File: src/rtl/wb_port_sched.sv
// wb_port_sched: write-back port scheduler for six functional-unit lanes.
// Each lane buffers results in a 2-entry FIFO and always drives its own
// register-file write port. When several lane heads carry the same
// destination tag, only one of them is granted in a cycle, so two ports
// never write the same physical register together.
// Optional feature macro: WB_SCHED_STARVE_GUARD_EN. When it is defined,
// a lane that has been blocked for three consecutive cycles wins its tag
// conflict against lower lanes.
module wb_port_sched #(
  parameter int DATA_WIDTH = 32,
  parameter int TAG_WIDTH  = 6
) (
  input  logic                      clk,
  input  logic                      rst,
  input  logic                      flush_i,
  input  logic [5:0]                fu_valid_i,
  output logic [5:0]                fu_ready_o,
  input  logic [6*TAG_WIDTH-1:0]    fu_tag_i,
  input  logic [6*DATA_WIDTH-1:0]   fu_data_i,
  output logic [5:0]                wr_en_o,
  output logic [6*TAG_WIDTH-1:0]    wr_tag_o,
  output logic [6*DATA_WIDTH-1:0]   wr_data_o
);

  localparam int LANES = 6;

  logic [TAG_WIDTH-1:0]  mem_tag   [LANES][2];
  logic [DATA_WIDTH-1:0] mem_data  [LANES][2];
  logic [1:0]            count     [LANES];
  logic [LANES-1:0]      rd_ptr;
  logic [LANES-1:0]      wr_ptr;
  logic [TAG_WIDTH-1:0]  head_tag  [LANES];
  logic [DATA_WIDTH-1:0] head_data [LANES];
  logic [LANES-1:0]      cand;
  logic [LANES-1:0]      push;
  logic [LANES-1:0]      grant;
  logic [LANES-1:0]      starved;

  // Per-lane FIFO status: head entry, candidate flag, ready and accepted push.
  always_comb begin
    for (int k = 0; k < LANES; k++) begin
      head_tag[k]   = mem_tag[k][rd_ptr[k]];
      head_data[k]  = mem_data[k][rd_ptr[k]];
      cand[k]       = (count[k] != 2'd0);
      fu_ready_o[k] = (count[k] != 2'd2);
      push[k]       = fu_valid_i[k] && (count[k] != 2'd2);
    end
  end

`ifdef WB_SCHED_STARVE_GUARD_EN
  logic [1:0] blk_cnt [LANES];

  // A lane whose counter has saturated is treated as starved this cycle.
  always_comb begin
    for (int k = 0; k < LANES; k++) begin
      starved[k] = (blk_cnt[k] == 2'd3);
    end
  end

  // Count consecutive cycles in which a lane had a head but was not granted.
  always_ff @(posedge clk or posedge rst) begin
    if (rst) begin
      for (int k = 0; k < LANES; k++) blk_cnt[k] <= 2'd0;
    end else if (flush_i) begin
      for (int k = 0; k < LANES; k++) blk_cnt[k] <= 2'd0;
    end else begin
      for (int k = 0; k < LANES; k++) begin
        if (grant[k] || !cand[k]) begin
          blk_cnt[k] <= 2'd0;
        end else if (blk_cnt[k] != 2'd3) begin
          blk_cnt[k] <= blk_cnt[k] + 2'd1;
        end else begin
          blk_cnt[k] <= blk_cnt[k];
        end
      end
    end
  end
`else
  // Pure fixed priority: no lane is ever promoted.
  always_comb begin
    starved = {LANES{1'b0}};
  end
`endif

  // Tag-conflict arbitration. Starved lanes are considered first (lowest
  // index first), then the rest in index order; a lane is granted unless an
  // already granted lane holds the same tag. With no starved lanes this is
  // plain lowest-index-wins priority.
  always_comb begin
    logic blk;
    blk   = 1'b0;
    grant = {LANES{1'b0}};
    for (int p = 0; p < 2; p++) begin
      for (int k = 0; k < LANES; k++) begin
        blk = 1'b0;
        for (int j = 0; j < LANES; j++) begin
          if (grant[j] && (head_tag[j] == head_tag[k])) begin
            blk = 1'b1;
          end else begin
            blk = blk;
          end
        end
        if (cand[k] && (starved[k] == (p == 0)) && !blk) begin
          grant[k] = 1'b1;
        end else begin
          grant[k] = grant[k];
        end
      end
    end
  end

  // FIFO storage, pointers, occupancy and registered write-port outputs.
  always_ff @(posedge clk or posedge rst) begin
    if (rst) begin
      rd_ptr    <= {LANES{1'b0}};
      wr_ptr    <= {LANES{1'b0}};
      wr_en_o   <= 6'b000000;
      wr_tag_o  <= {(6*TAG_WIDTH){1'b0}};
      wr_data_o <= {(6*DATA_WIDTH){1'b0}};
      for (int k = 0; k < LANES; k++) begin
        count[k] <= 2'd0;
        for (int e = 0; e < 2; e++) begin
          mem_tag[k][e]  <= {TAG_WIDTH{1'b0}};
          mem_data[k][e] <= {DATA_WIDTH{1'b0}};
        end
      end
    end else if (flush_i) begin
      // Drop everything buffered and this cycle's pushes; tag/data hold.
      rd_ptr  <= {LANES{1'b0}};
      wr_ptr  <= {LANES{1'b0}};
      wr_en_o <= 6'b000000;
      for (int k = 0; k < LANES; k++) count[k] <= 2'd0;
    end else begin
      wr_en_o <= grant;
      for (int k = 0; k < LANES; k++) begin
        if (push[k]) begin
          mem_tag[k][wr_ptr[k]]  <= fu_tag_i[k*TAG_WIDTH +: TAG_WIDTH];
          mem_data[k][wr_ptr[k]] <= fu_data_i[k*DATA_WIDTH +: DATA_WIDTH];
          wr_ptr[k]              <= ~wr_ptr[k];
        end
        if (grant[k]) begin
          rd_ptr[k]                              <= ~rd_ptr[k];
          wr_tag_o[k*TAG_WIDTH +: TAG_WIDTH]     <= head_tag[k];
          wr_data_o[k*DATA_WIDTH +: DATA_WIDTH]  <= head_data[k];
        end
        count[k] <= count[k] + {1'b0, push[k]} - {1'b0, grant[k]};
      end
    end
  end

endmodule

File: config.mk
export PLATFORM = sky130hd
export DESIGN_NAME = wb_port_sched
export DESIGN_NICKNAME = d
export VERILOG_FILES = /design/src/rtl/wb_port_sched.sv
export SDC_FILE = /design/constraint.sdc
export NUM_CORES = 1
export LEC_CHECK = 0
export CAP_MARGIN = 20
export CORE_AREA = 4 4 240 242
export DETAILED_ROUTE_END_ITERATION = 10
export DIE_AREA = 0 0 244 246
export PLACE_DENSITY = 0.92
export SYNTH_ARGS = -nofsm -noshare
export SYNTH_HDL_FRONTEND = slang
export SYNTH_SLANG_ARGS = --single-unit
File: constraint.sdc
create_clock -name clk -period 40.7 [get_ports clk]
set_input_delay 8.14 -clock clk [delete_from_list [all_inputs] [get_ports clk]]
set_output_delay 8.14 -clock clk [all_outputs]
set_load 0.01 [all_outputs]
==> impl_metrics.yaml <==
clocking:
  cts_root_buf: "clkbuf_16"
  cts_setup_buffers: 0
  path_clk_slew_ns: 0.06
  numCtsBuffers: 74
  cts_hold_buf: 0
  cts_num_sinks: 714
  htreeDepth: 3
  clk_path_buf_depth: 3
  cts_resized: 0
  cts_tree: "built"
  clkLatencyLatePin_ns: 0.61
setup_path:
  worst_setup_path_start_kind: "input pin"
  path_class: "in2async"
  worstPathArrival_ns: 10.95
  end_kind: "async pin"
  crit_required_ns: 41.45
  critical_path_peak_fanout: 176
power_and_ir_drop:
  power_density_nw_per_um2: 80.1
  p_leak_uw: 0.0160
  p_int_uw: 2040
  switching_share: 0.329
  p_clk_frac: 0.221
  fin_total_pwr_uw: 3040
  vdd_drop_max_uv: 50.3
  p_seq_frac: 0.404
  p_switching_uw: 1000
  p_comb_frac: 0.375
yosys:
  seq_area_frac_synth: 0.599
  synth_common_cells: "dfrtp_1 (714), mux2_2 (582), mux2i_1 (168)"
  synth_top_cell_by_area: "dfrtp_1"
  yosysWarnings: 0
  synth_ff_type: "dfrtp_1"
  synth_area_um2: 29800
  ys_top_cells_by_area: "dfrtp_1 (60%), mux2_2 (22%), mux2i_1 (5.6%)"
  avgSynthCellArea_um2: 13.9
  synthArstFlopShare: 1.00
  yosysMostFrequentCell: "dfrtp_1"
  synth-edff-count: 0
  synth_nets: 2385
  ys_types: 37
  ys_ff_latch: 714
  postSynthCellCount: 2138
  synth_top_area_share: 0.599
global_routing:
  grt_overflow: 0
  grt_max_degree: 177
  gr-usage-all-layers: 0.254
  grt_first_pass_wirelength_mm: 120
  first_global_vias: 21300
  antenna_found_initial: 16
sta:
  period_share: 0.251
  tns_ns: 0
  hold_slack_ns: 0.477
  worstMarginPinSlew_ns: 1.08
  rsz0062_at_grt: "no"
  fmax_mhz: 98.0
  maxSlewHeadroom: 0.262
  setup_viol: 0
  slew_viol_final: 0
  period_minus_slack_ns: 10.21
  hold_viol_final: 0
  clock_skew_ns: 0.0201
worst_hold_path:
  hp-class: "reg2reg"
place:
  io_buffers: 476
  hpwl_mm: 50.4
  place.gp.congestion: 0.822
detailed_routing:
  top_layer: "met5"
  drc: 0
  drtIter0Drc: 1168
  routedWlPerCell_um: 22.3
  vias: 19100
  viasPerCell: 5.55
  wirelength_mm: 76.8
  wl_met3_mm: 5.18
  wl_met1_mm: 28.4
  dr.pass1.iters: 7
  antenna_left: 0
  wl_met2_mm: 39.4
final_layout:
  seq_area_um2: 17900
  syn_to_final_growth_pct: 27.4
  final_nets: 2865
  fillerInstances: 3531
  drive_gt1_frac: 0.290
  multiInputGateArea_um2: 11500
die:
  num_rows: 86
  ios: 477
  core-area_um2: 55100
  die_w_um: 244
  dieArea_um2: 60000
  start_util: 0.541
  die_h_um: 246
job:
  max_cap_viol_count: 0
status:
  status: "complete, no violations"
## registers in the layout, indices dropped and copies added, names as in the netlist
| name | cells |
|---|---|
| wr_en_o | 6 |
| wr_ptr | 6 |
| count | 12 |
| mem_data | 384 |
| wr_tag_o | 36 |
| rd_ptr | 6 |
| mem_tag | 72 |
| wr_data_o | 192 |
## placed cells by master (no fill, tap or decap), drive strengths merged, types with 2 or more instances in the layout
master / instances
dfrtp: 714
mux2: 585
clkdlybuf4s50: 475
mux2i: 170
nor2: 135
a21oi: 115
clkbuf: 105
xor2: 66
buf: 49
xnor2: 45
nand2: 45
o21ai: 45
inv: 22
clkinv: 17
diode: 14
nor4: 13
nand4: 12
ha: 10
nor2b: 8
nor3: 7
nand3: 6
nand2b: 6
o31ai: 6
bufinv: 4
o221ai: 3
a41o: 2
clkinvlp: 2
## area by class of cell
class,count,area share
Antenna cell,14,0.000922
Tap cell,748,0.0246
Multi-Input combinational cell,1287,0.302
Timing Repair Buffer,524,0.136
Clock buffer,105,0.0560
Clock inverter,28,0.00784
Inverter,17,0.00188
Sequential cell,714,0.470
## kinds of logic (layout without fill, tap and decap cells)
logic type	count (synthesis)	after routing	synth area share
other	0	14	0
DFF	714	714	0.599
adders and majority gates	10	10	0.00420
buffers and inverters	137	674	0.0185
xor gates and xnor gates	111	111	0.0326
and+or+nand+nor	235	235	0.0342
AOI/OAI and AO/OA	176	176	0.0327
muxes	755	755	0.279
## metal layers
metal	track usage	up-vias
met2	0.440	599
li1	-	8473
met3	0.0691	197
met5	0	-
met1	0.292	9795
met4	0.124	6
## stage by stage
step | instance area (µm²) | setup slack (ns) | util | instances
final | 38000 | 30.49 | 0.690 | 3437
after global routing | 38000 | 30.15 | 0.690 | 3434
after CTS | 37900 | 29.96 | 0.688 | 3420
after detailed placement | 35500 | 29.31 | 0.644 | 3287
after global placement | 35500 | 29.45 | 0.644 | 3287
after floorplan | 29800 | 12.53 | - | 2138
## critical path, stage by stage
cell	delay (ns)
clkdlybuf4s50_1	0.49
inv_8	0.64
buf_12	0.73
buf_4	0.37
buf_16	0.35
## final timing paths
check	slack [ns]	from	endpoint	depth (start not counted)
setup / recovery	30.49	rst	mem_data[118]	5
hold / removal	0.48	wr_tag_o[2]	wr_tag_o[2]	2
setup reg to reg	35.38	rd_ptr[0]	wr_data_o[133]	10
hold reg to reg	0.48	wr_tag_o[2]	wr_tag_o[2]	2
max in group clk	30.71	count[10]	fu_ready_o[0]	2
min in group asynchronous	8.14	rst	mem_data[28]	2
## power groups by stage
stage	combinational, µW	sequential [µW]	clock [µW]
2_1_floorplan	666	1210	0
3_3_place_gp	1070	1200	0
3_5_place_dp	1130	1230	0
4_1_cts	1150	1230	688
5_1_grt	1230	1260	718
6_report	1140	1230	674
Power figures use the tool's default switching activity.
